--- src/rtl/uart_pkg.sv ---
// Shared UART constants: data width, clocking and the default echo-path FIFO depth.
package uart_pkg;
  localparam int UART_DATA_W    = 8;
  localparam int CLK_HZ         = 100_000_000;
  localparam int BIT_RATE       = 9600;
  localparam int CLKS_PER_BIT   = CLK_HZ / BIT_RATE;
  localparam int FIFO_DEPTH     = 16;
endpackage

--- src/rtl/uart_fifo_mem.sv ---
// Register-array storage with wrapping read/write pointers and an asynchronous read port.
module uart_fifo_mem
  import uart_pkg::*;
#(
  parameter int DATA_W = UART_DATA_W,
  parameter int DEPTH  = FIFO_DEPTH
) (
  input  logic              clk,
  input  logic              nreset,
  input  logic              wr_en,
  input  logic [DATA_W-1:0] wr_data,
  input  logic              rd_en,
  output logic [DATA_W-1:0] rd_data
);
  localparam int PW = $clog2(DEPTH);

  logic [DATA_W-1:0] mem [DEPTH];
  logic [PW-1:0]     wr_ptr;
  logic [PW-1:0]     rd_ptr;

  // Pointers wrap naturally because DEPTH is a power of two.
  always_ff @(posedge clk) begin
    if (!nreset) begin
      wr_ptr <= '0;
      rd_ptr <= '0;
    end else begin
      if (wr_en) wr_ptr <= wr_ptr + PW'(1);
      if (rd_en) rd_ptr <= rd_ptr + PW'(1);
    end
  end

  always_ff @(posedge clk) begin
    if (wr_en) mem[wr_ptr] <= wr_data;
  end

  assign rd_data = mem[rd_ptr];
endmodule

--- src/rtl/uart_rx_fifo.sv ---
// Byte FIFO between UART RX and TX: strobe write side, valid/ready read side, occupancy and loss flags.
// Optional drop counter output is enabled by defining UART_RX_FIFO_DROP_CNT_EN.
module uart_rx_fifo
  import uart_pkg::*;
#(
  parameter int DATA_W    = UART_DATA_W,
  parameter int DEPTH     = FIFO_DEPTH,
  parameter int AFULL_LVL = 12
) (
  input  logic                     clk_i,
  input  logic                     nreset_i,
  input  logic                     wr_valid_i,
  input  logic [DATA_W-1:0]        wr_data_i,
  input  logic                     rd_ready_i,
  output logic                     rd_valid_o,
  output logic [DATA_W-1:0]        rd_data_o,
  output logic [$clog2(DEPTH):0]   count_o,
  output logic                     afull_o,
  output logic                     overflow_o,
`ifdef UART_RX_FIFO_DROP_CNT_EN
  output logic [7:0]               drop_cnt_o,
`endif
  input  logic                     ovf_clr_i
);
  localparam int CW = $clog2(DEPTH) + 1;
  localparam logic [CW-1:0] DEPTH_C = CW'(DEPTH);
  localparam logic [CW-1:0] AFULL_C = CW'(AFULL_LVL);

  // Handshake: a byte leaves when rd_valid_o && rd_ready_i at a clock edge; rd_data_o is
  // held stable while rd_valid_o=1 and rd_ready_i=0. The write side is a non-stallable strobe.
  logic          rd_fire;
  logic          wr_accept;
  logic          wr_drop;
  logic [CW-1:0] count_q;
  logic [CW-1:0] count_next;

  assign rd_valid_o = (count_q != '0);
  assign rd_fire    = rd_valid_o && rd_ready_i;
  // A full FIFO still accepts a write when a read frees a slot in the same cycle.
  assign wr_accept  = wr_valid_i && ((count_q < DEPTH_C) || rd_fire);
  assign wr_drop    = wr_valid_i && !wr_accept;
  assign count_o    = count_q;

  always_comb begin
    count_next = count_q;
    if (wr_accept && !rd_fire)      count_next = count_q + CW'(1);
    else if (!wr_accept && rd_fire) count_next = count_q - CW'(1);
  end

  always_ff @(posedge clk_i) begin
    if (!nreset_i) begin
      count_q    <= '0;
      afull_o    <= 1'b0;
      overflow_o <= 1'b0;
    end else begin
      count_q <= count_next;
      afull_o <= (count_next >= AFULL_C);
      if (wr_drop)        overflow_o <= 1'b1;
      else if (ovf_clr_i) overflow_o <= 1'b0;
    end
  end

`ifdef UART_RX_FIFO_DROP_CNT_EN
  logic [7:0] drop_cnt_q;

  always_ff @(posedge clk_i) begin
    if (!nreset_i) begin
      drop_cnt_q <= '0;
    end else if (ovf_clr_i) begin
      drop_cnt_q <= wr_drop ? 8'd1 : 8'd0;
    end else if (wr_drop && (drop_cnt_q != 8'hFF)) begin
      drop_cnt_q <= drop_cnt_q + 8'd1;
    end
  end

  assign drop_cnt_o = drop_cnt_q;
`endif

  uart_fifo_mem #(
    .DATA_W (DATA_W),
    .DEPTH  (DEPTH)
  ) u_mem (
    .clk     (clk_i),
    .nreset  (nreset_i),
    .wr_en   (wr_accept),
    .wr_data (wr_data_i),
    .rd_en   (rd_fire),
    .rd_data (rd_data_o)
  );
endmodule

--- config.mk ---
export PLATFORM = sky130hd
export DESIGN_NAME = uart_rx_fifo
export DESIGN_NICKNAME = d
export VERILOG_FILES = /design/src/rtl/uart_pkg.sv /design/src/rtl/uart_fifo_mem.sv /design/src/rtl/uart_rx_fifo.sv
export SDC_FILE = /design/constraint.sdc
export NUM_CORES = 1
export LEC_CHECK = 0
export BUFFER_PORTS_ARGS = -buffer_cell sky130_fd_sc_hd__buf_4
export CAP_MARGIN = 30
export CORE_MARGIN = 1.5
export CORE_UTILIZATION = 58
export CTS_CLUSTER_SIZE = 25
export DETAILED_ROUTE_END_ITERATION = 10
export PLACE_DENSITY = 0.78
export SYNTH_ARGS = -nofsm -noshare
export SYNTH_HDL_FRONTEND = slang
export SYNTH_SLANG_ARGS = --single-unit
--- constraint.sdc ---
create_clock -name clk_i -period 2.15 [get_ports clk_i]
set_input_delay 0.215 -clock clk_i [delete_from_list [all_inputs] [get_ports clk_i]]
set_output_delay 0.215 -clock clk_i [all_outputs]
set_load 0.05 [all_outputs]
Word-level counts from Yosys, hierarchy flattened
Memory sizes are Yosys's and may differ from the RTL's. A register that Yosys moved wholly into a read port is not among the register bits.
Index checks and enable logic that the tools add are counted.
Word-level totals
  input port bits: 13
  output and inout port bits: 16
  register bits after elaboration: 15
  memory bits (read-only): 0
  latch bits: 0
  memories kept: 1
  word-level logic and storage cells: 30
  RAM bits: 128
Memories
  u_mem.mem: depth 16, width 8, read ports 1, clocked after Yosys merged registers in 1, write ports 1, RTL line uart_fifo_mem.sv:17  | logic [DATA_W-1:0] mem [DEPTH];
Operators by class
  muxes and demuxes: 8
  add/sub/neg operators: 4
  order comparisons: 2
  bitwise operators: 0
  equal/unequal tests: 0
  divide/modulo/power cells: 0
  multipliers: 0
  reductions and logical operators: 10
  shift-type cells: 0
Operators by type and width (count)
  $mux 5: 2
  $add 4x1->4 const B: 2
  $mux 4: 2
  $add 5x1->5 const B: 1
  $ge 5x4->1 const B: 1
  $logic_and 1x1->1: 5
  $lt 5x5->1 const B: 1
  $reduce_bool 5->1: 1
  $sub 5x1->5 const B: 1
  $mux 1: 4
  $logic_not 1->1: 2
  $reduce_bool 2->1: 1
  $logic_or 1x1->1: 1

Logic depth before layout (Yosys ltp)
Gate-level depths: netlist of the first run.
  depth in word-level cells: 9
  gate-level depth with buffers: 7
  mapped depth without buffers: 6

Hierarchy
A second synthesis of the first run with hierarchy kept.
Unflattened totals
  cells, all modules: 306
  area, all modules: 5899.4 µm²
Modules (own cells, without submodules)
  uart_fifo_mem: instances 1, cells each 260, sequential area each 4083.9 µm², area each 5470.2 µm²
  uart_rx_fifo: instances 1, cells each 46, sequential area each 140.1 µm², area each 429.2 µm²

Worst setup path after synthesis of the first run
OpenSTA, ideal clock, no wires.
  kind: reg-to-reg
  start: register count_q[0], in the netlist count_o[0]
  end: register afull_o
  period minus slack after synthesis: 2.178 ns
  arrival time: 2.077 ns
  library setup time: 0.101 ns
  path buffers: 1
  required time: 2.049 ns
  cell stages (with the launch flop): 8
  slack: -0.028 ns
  path through: dfxtp_1 > inv_1 > ha_1 > or4b_1 > buf_2 > nand4b_1 > and3b_1 > o41ai_1
Between the ends
  cells in the longest elaborated chain, start to end: 9
  elaborated cells between the ends (all ways): 14
  classes of those cells: add/sub (2); order compare (2); mux (2); reduce/logical (8)
RTL lines
  start, declared: RTL line uart_rx_fifo.sv:34  | logic [CW-1:0] count_q;
  start signal, assigned: RTL line uart_rx_fifo.sv:56  | count_q <= count_next;
  $reduce_bool 5->1 *: RTL line uart_rx_fifo.sv:37  | assign rd_valid_o = (count_q != '0);
  via rd_valid_o: RTL line uart_rx_fifo.sv:15  | output logic rd_valid_o,
  $logic_and 1x1->1 *: RTL line uart_rx_fifo.sv:38  | assign rd_fire = rd_valid_o && rd_ready_i;
  $logic_or 1x1->1: RTL line uart_rx_fifo.sv:40  | assign wr_accept = wr_valid_i && ((count_q < DEPTH_C) || rd_fire);
  $logic_and 1x1->1: RTL line uart_rx_fifo.sv:40
  $logic_not 1->1: RTL line uart_rx_fifo.sv:47  | else if (!wr_accept && rd_fire) count_next = count_q - CW'(1);
  $logic_and 1x1->1: RTL line uart_rx_fifo.sv:47
  $mux 5: RTL line uart_rx_fifo.sv:47
  $mux 5 *: RTL line uart_rx_fifo.sv:46  | if (wr_accept && !rd_fire) count_next = count_q + CW'(1);
  $ge 5x4->1 *: RTL line uart_rx_fifo.sv:57  | afull_o <= (count_next >= AFULL_C);
  end signal, assigned: RTL line uart_rx_fifo.sv:57
  end, declared: RTL line uart_rx_fifo.sv:18  | output logic afull_o,
Mark *: on every way through the listed nets, which the timed path passes. The rest lies on a longest branch.
A chain may end at the register's enable or synchronous reset.

==> results.md, run 1 <==
| Step | Result | Value |
|:---|:---|:---|
| hold path | Cell depth of the worst min-delay path | 3 |
| route | Drt first pass iters | 5 |
| yosys | Xor and xnor fraction of the mapped netlist area | 0.00904 |
| yosys | Most area-consuming cells after synthesis | edfxtp_1 66%, mux4_2 16%, dfxtp_1 6.5% |
| yosys | Count of cell types in the netlist | 38 |
| setup path | Count of buffering cells on the critical path with inverters included | 2 |
| setup path | Critical Path Most Common Cell | mux4_2 |
| yosys | Area share of the largest cell type after synthesis | 0.661 |
| clock network | CTS sink cnt | 147 |
| floorplan | Starting density of the core | 0.597 |
| layout | Post-route cell area | 0.00703 mm2 |
| yosys | Post-synth design cell area | 0.00581 mm2 |
| floorplan | Floorplan die height | 103 um |
| sta | Highest achievable clock rate | 0.396 GHz |
| yosys | Count of synthesis-stage warnings from yosys | 0 |
| layout | Area of the multi-input gates | 0.00152 mm2 |
| place | Area after detailed placement | 0.00638 mm2 |
| sta | Slew Limit Headroom | 0.642 |
| setup path | Startpoint of the worst-slack reg-to-reg timing path | count_o[4] |
| setup path | Required time worst endpoint | 1930 ps |
| layout | Fraction of layout instances using a drive strength above 1 | 0.331 |
| clock network | Maximum clock path buffer count | 2 |
| sta | Setup repair after global routing missed its margin | yes |
| setup path | Max incr delay on CP | 540 ps |
| sta | Number of max-slew violations in the final report | 0 |
| clock network | Maximum level of the CTS H-tree | 4 |
| sta | Pin slew with the least headroom to its limit | 536 ps |
| yosys | Simple-gate portion of the synthesized area | 0.0598 |
| setup path | Endpoint of the worst register-to-register path | u_mem.mem[5][1] |
| setup path | Highest net fanout along the worst path | 16 |
| yosys | Flip-flop and latch count after synthesis | 147 |
| hold path | Min-delay src | wr_valid_i |
| clock network | CTS Root Buffer Type | clkbuf_8 |
| layout | Number of fillers in the final layout | 598 |
| setup path | Kind of cell adding the most delay to the critical path | multiplexers |
| yosys | Combinational family with the most area after synthesis | multiplexers |
| layout | Antenna diode count | 0 |
| route | Violation count after the first detailed-routing iteration | 261 |
| sta | Total of endpoints with negative setup slack in the final report | 8 |
| sta | Hold violation count in the final report | 0 |
| sta | Final period demand of the worst path | 2520 ps |
| sta | Period utilisation layout | 1.17 |
| route | DRC viols | 0 |
| layout | Growth of design area from synthesis to finish | 20.9% |
| yosys | Most used flip-flop cell after synthesis | edfxtp_1 |
| global route | Antenna violations before repair | 0 |
| power and ir drop | Peak supply drop | 0.527 mV |
| yosys | Fraction of the mapped netlist area in adder cells | 0.0151 |
| yosys | Proportion of synthesized area in mux cells | 0.157 |
| setup path | FF-to-FF path depth | 4 |
| floorplan | Top Ports | 29 |
| route | Routed Antenna Nets | 0 |
| hold path | Worst hold path type | input port to register |
| yosys | Count of flip-flops with a built-in enable after synthesis | 128 |
| clock network | Total CTS buffers | 17 |
| setup path | Arrival @ worst endpoint | 2310 ps |
| setup path | Ordered list of cells on the worst path | buf_12 -> mux4_2 -> mux4_2 -> buf_6 |
| place | Global placement routability congestion | 0.810 |
| power and ir drop | Cell Pwr Density | 953 mW/mm2 |
| setup path | Type of origin of the critical path | register |
| clock network | Skew-Pair Late Insertion Delay | 520 ps |
| yosys | Compound-Gate Fraction of Synth Area | 0.0153 |
| run status | Run status | complete, but fails checks |
| hold path | Hold path endpoint | overflow_o |
| global route | Remaining global-route overflow | 0 |
| route | Final WL | 11800 um |
| sta | Post-Route Skew | 5.94 ps |
| layout | Final net count | 385 |
| sta | Post-route setup TNS | -2780 ps |
| yosys | Share of the yosys chip area belonging to registers | 0.727 |
| yosys | Fraction of synthesis flops using an asynchronous set or reset pin | 0 |
| global route | First-pass GRT wire length | 17900 um |
| power and ir drop | Leakage | 2.37 nW |
| floorplan | Die Footprint | 0.0106 mm2 |
| setup path | Startpoint-to-endpoint class of the critical path | register to output port |
| floorplan | Die Width | 103 um |
| yosys | Total nets after synthesis | 319 |
| place | Number of buffers inserted by port buffering | 28 |
| route | Wire length per cell after detailed routing | 23.1 um |
| clock network | Clock tree from TritonCTS | yes |
| run status | Violated checks | setup timing |
| sta | Final critical-path setup slack | -374 ps |
| setup path | Kind of capture point of the worst setup path | output port |
| setup path | Setup slack of the most critical reg-to-reg path | 220 ps |
| yosys | Number of instances in the synthesized netlist | 299 |
| layout | Post-layout utilization of the core | 0.722 |
| run | Number of maximum-capacitance violations | 0 |
| yosys | Top cells by instance count after synthesis | 128 x edfxtp_1, 40 x mux4_2, 19 x dfxtp_1, 13 x nor2_1, 10 x inv_1 |
| setup path | CP max-delay cell | mux4_2 |
| route | Vias per cell | 6.04 |
| global route | Largest net degree at the start of global routing | 33 |
| floorplan | Cell Rows | 36 |
| global route | Overall routing resource usage | 0.249 |
| place | HPWL after DPL | 7210 um |
| route | Detailed-route via count | 3087 |
| yosys | Yosys top cell by area | edfxtp_1 |
| floorplan | Floorplan core area | 0.00973 mm2 |
| layout | Reg area | 0.00423 mm2 |
| yosys | Most common cell in the synthesized netlist | edfxtp_1 |
| clock network | Clock-pin slew on the worst setup and hold paths | 60 ps |
| yosys | Average cell area after synthesis | 19.4 um2 |
| global route | Number of global-route vias before repair | 3128 |
[final cells by class]
cell class / instances / area share
Sequential cell: 147 / 0.602
Tap cell: 133 / 0.0237
Inverter: 10 / 0.00534
Multi-Input combinational cell: 127 / 0.216
Clock buffer: 23 / 0.0621
Timing Repair Buffer: 62 / 0.0817
Clock inverter: 9 / 0.00908
[cells in the final DEF (no fill, tap or decap), drive strengths merged, types with 2 or more instances in the layout]
master         n
and3           2
and3b          2
buf           52
mux4          40
inv           10
a21oi          5
clkbuf        23
nand2b         3
nor3           5
and2           9
clkinv         8
nand3          6
xor2           5
nor4           4
ha             7
edfxtp       128
dfxtp         19
nor2          13
nor3b          2
nand4          2
nand3b         3
dlygate4sd3   10
nand2          4
[report_power, final]
part | switching (mW) | internal [mW]
Sequential | 0.0423 | 3.16
Combinational | 0.515 | 0.460
Clock | 1.01 | 1.51
Total | 1.57 | 5.12
[timing repair]
item,in CTS,in global routing
hold buffers,10,0
setup endpoints to repair,9,33
endpoints found under the hold margin,131,0
gates resized for setup,10,4
setup buffers,0,1
[worst reg2reg max path, cell delays in order, from the launching register on]
cell and delay (ps):
dfxtp_1 390, nand2b_1 200, nand2_1 180, nor3b_1 410, and2_2 420
[metal layers]
layer | wire length [um] | part of all wire | track usage | up-vias
li1 | - | - | - | 1336
met1 | 4820 | 0.41 | 0.330 | 1611
met2 | 6180 | 0.52 | 0.409 | 128
met3 | 687 | 0.058 | 0.0651 | 12
met4 | 125 | 0.011 | 0.0780 | 0
met5 | 0 | 0 | 0 | -
[through the flow]
stage	setup WS, ps	hold WS [ps]	instances	total power [mW]
after floorplan	-22.6	314	299	3.89
after global placement	132	459	468	4.16
after detailed placement	59.4	465	468	4.17
after CTS	-429	17.9	510	6.74
after global routing	-453	41.4	511	6.92
final	-374	47.8	511	6.70
[cells by family after synthesis]
logic type	count (synthesis)
multiplexers	41
XOR/XNOR	6
adder cells (fa/ha/maj)	7
buffers and inverters	25
AO/OA/AOI/OAI	13
flip-flops	147
AND/OR/NAND/NOR	60
[how the worst max path moves through the flow]
stage	cells after the start	end	slack, ps
final	4	rd_data_o[6]	-370
after global routing	4	rd_data_o[6]	-450
after CTS	4	rd_data_o[0]	-430
after detailed placement	5	u_mem.mem[7][1]	60
after global placement	4	rd_data_o[6]	130
after floorplan	3	u_mem.mem[0][0]	-20
[sequential cells by signal, summed over array words and instances, names as in the netlist, named ones only]
signal / count
u_mem.mem: 128
count_o: 5
u_mem.rd_ptr: 4
u_mem.wr_ptr: 4
afull_o: 1
overflow_o: 1
No activity file was read; power rests on OpenSTA's default activity.
==> inputs of run 2 (changes only) <==
PLACE_DENSITY = 0.76   (was 0.78)
SKIP_LAST_GASP = 1   (was not set)
==> results.md, run 2 (synthesis gave the netlist of run 1 again) <==
| Step | Result | Value | vs previous |
|:---|:---|:---|:---|
| floorplan | Cell Rows | 36 | unchanged |
| global route | Met3 Resource Use GR | 0.0766 | +0.0115 |
| hold path | Min-delay src | wr_data_i[3] |  |
| setup path | Critical Path Most Common Cell | mux4_2 |  |
| place | Number of cells in the design after placement | 467 | -0.21% |
| layout | Flip-flop count of the largest register after layout | 128 | unchanged |
| floorplan | Die Width | 103 um | unchanged |
| run status | Violated checks | setup timing |  |
| floorplan | Floorplan core area | 0.00973 mm2 | unchanged |
| place | Pre-CTS setup slack | 96.0 ps | +36.7 ps |
| layout | Post-route cell area | 0.00715 mm2 | +1.7% |
| layout | Final net count | 385 | unchanged |
| route | Violation count after the first detailed-routing iteration | 280 | +7.3% |
| setup path | Kind of cell adding the most delay to the critical path | multiplexers |  |
| run status | Run status | complete, but fails checks |  |
| global route | Number of global-route vias before repair | 3235 | +3.4% |
| global route | Remaining global-route overflow | 0 | unchanged |
| power and ir drop | Cell Pwr Density | 980 mW/mm2 | +2.9% |
| sta | Pin slew with the least headroom to its limit | 584 ps | +47.3 ps |
| place | Global placement routability congestion | 0.738 | -8.8% |
| setup path | Type of origin of the critical path | register |  |
| place | Number of buffers inserted by port buffering | 28 | unchanged |
| route | Routed Antenna Nets | 0 | unchanged |
| sta | Hold violation count in the final report | 0 | unchanged |
| power and ir drop | Peak supply drop | 0.536 mV | +1.8% |
| route | Drt first pass iters | 4 | -1 |
| clock network | Total CTS buffers | 17 | unchanged |
| setup path | Required time worst endpoint | 1930 ps | about the same |
| sta | Post-route setup TNS | -3280 ps | -500 ps |
| power and ir drop | Leakage | 2.40 nW | +1.6% |
| route | Vias per cell | 6.05 | +0.23% |
| setup path | Startpoint-to-endpoint class of the critical path | register to output port |  |
| floorplan | Die Footprint | 0.0106 mm2 | unchanged |
| route | DRC viols | 0 | unchanged |
| route | Final WL | 12600 um | +6.4% |
| layout | Antenna diode count | 0 | unchanged |
| global route | Met1 usage in global routing | 0.326 | -0.00430 |
| sta | Final critical-path setup slack | -433 ps | -58.3 ps |
| route | Detailed-route via count | 3094 | +0.23% |
| clock network | Clock tree from TritonCTS | yes |  |
| sta | Period utilisation layout | 1.20 | +0.0271 |
| sta | Total of endpoints with negative setup slack in the final report | 8 | unchanged |
| setup path | Ordered list of cells on the worst path | clkbuf_16 -> mux4_2 -> mux4_2 -> buf_6 |  |
| layout | Commonest non-fill, non-tap cells in the layout | 128 x edfxtp_1, 40 x mux4_2, 38 x buf_4, 18 x clkbuf_16, 17 x dfxtp_1 |  |
| layout | Growth of design area from synthesis to finish | 23.0% |  |
| clock network | Maximum clock path buffer count | 2 | unchanged |
| global route | Antenna violations before repair | 0 | unchanged |
| setup path | Arrival @ worst endpoint | 2370 ps | +60 ps |
| sta | Highest achievable clock rate | 0.387 GHz | -2.3% |
| floorplan | Top Ports | 29 | unchanged |
| clock network | CTS Root Buffer Type | clkbuf_8 |  |
| global route | Largest net degree at the start of global routing | 33 | unchanged |
| global route | Overall routing resource usage | 0.259 | +0.0107 |
| clock network | Clock-pin slew on the worst setup and hold paths | 60 ps | about the same |
| clock network | Maximum level of the CTS H-tree | 4 | unchanged |
| layout | Non-filler instance count after layout | 511 | unchanged |
| floorplan | Floorplan die height | 103 um | unchanged |
| layout | Fraction of layout instances using a drive strength above 1 | 0.352 | +0.0212 |
| setup path | Kind of capture point of the worst setup path | output port |  |
| sta | Number of max-slew violations in the final report | 0 | unchanged |
| setup path | CP max-delay cell | mux4_2 |  |
| sta | Hold Slack | 18.2 ps | -29.6 ps |
| clock network | Skew-Pair Late Insertion Delay | 520 ps | about the same |
| layout | Most frequent standard cell in the layout excluding fill and tap cells | edfxtp_1 |  |
| place | HPWL after DPL | 7240 um | +0.37% |
| hold path | Worst hold path type | input port to register |  |
| sta | Slew Limit Headroom | 0.610 | -0.0316 |
| setup path | Startpoint of the worst-slack reg-to-reg timing path | count_o[1] |  |
| clock network | CTS sink cnt | 147 | unchanged |
| sta | Final period demand of the worst path | 2580 ps | +58.3 ps |
| layout | Register bank with the most flops | u_mem.mem |  |
| sta | Setup repair after global routing missed its margin | yes |  |
| global route | Most Crowded Layer GR | met2 |  |
| setup path | Count of buffering cells on the critical path with inverters included | 2 | unchanged |
| setup path | Max incr delay on CP | 510 ps | -30 ps |
| global route | First-pass GRT wire length | 18500 um | +3.6% |
| floorplan | Starting density of the core | 0.597 | unchanged |
| global route | GR Layer Usage met2 | 0.431 | +0.0218 |
| sta | Post-Route Skew | 4.82 ps | -1.12 ps |
| place | Area after detailed placement | 0.00639 mm2 | +0.27% |
| route | Wire length per cell after detailed routing | 24.6 um | +6.4% |
| setup path | Highest net fanout along the worst path | 5 | -11 |
| run | Number of maximum-capacitance violations | 0 | unchanged |
run 2: where the power goes:
group / internal (mW) / switching [mW] / total [mW]
Clock: 1.64 / 1.12 / 2.76
Sequential: 3.16 / 0.0594 / 3.22
Combinational: 0.508 / 0.522 / 1.03
Total: 5.31 / 1.70 / 7.01
run 2: layer usage:
layer | up-vias | part of all wire | routed length [um]
met5 | - | 0 | 0
met4 | 0 | 0.026 | 321
met3 | 31 | 0.067 | 841
met2 | 124 | 0.52 | 6540
met1 | 1597 | 0.39 | 4860
li1 | 1342 | - | -
run 2: final timing paths:
check | end | slack (ps) | cells past startpoint
worst max-delay path | rd_data_o[2] | -430 | 4
worst min-delay path | u_mem.mem[7][3] | 20 | 1
worst max register to register | count_o[1] | 150 | 7
worst min register to register | overflow_o | 490 | 2
run 2: area by class of cell:
class / count / area, um2
Clock buffer: 18 / 418
Clock inverter: 14 / 138
Fill cell: 588 / 2580
Inverter: 10 / 37.5
Multi-Input combinational cell: 127 / 1520
Sequential cell: 147 / 4230
Tap cell: 133 / 166
Timing Repair Buffer: 62 / 642
run 2: worst register-to-register path, stage by stage (launching register included):
cell and delay [ps]:
dfxtp_1 360, inv_1 90, ha_1 190, or4b_4 490, buf_4 180, and3b_4 190, a211o_1 290, a21oi_1 140
run 2: timing repair:
item                                   4_1_cts  5_1_grt
endpoints found under the hold margin       99        0
hold buffers                                 8        0
buffers inserted                             1        0
gates cloned                                 1        2
gates resized for setup                      3        9
setup endpoints to repair                    9       17
run 2: per-stage QoR:
step	power [mW]	utilization
final	7.01	0.735
after global routing	7.22	0.735
after CTS	6.99	0.727
after detailed placement	4.17	0.657
after global placement	4.15	0.657
after floorplan	3.89	-
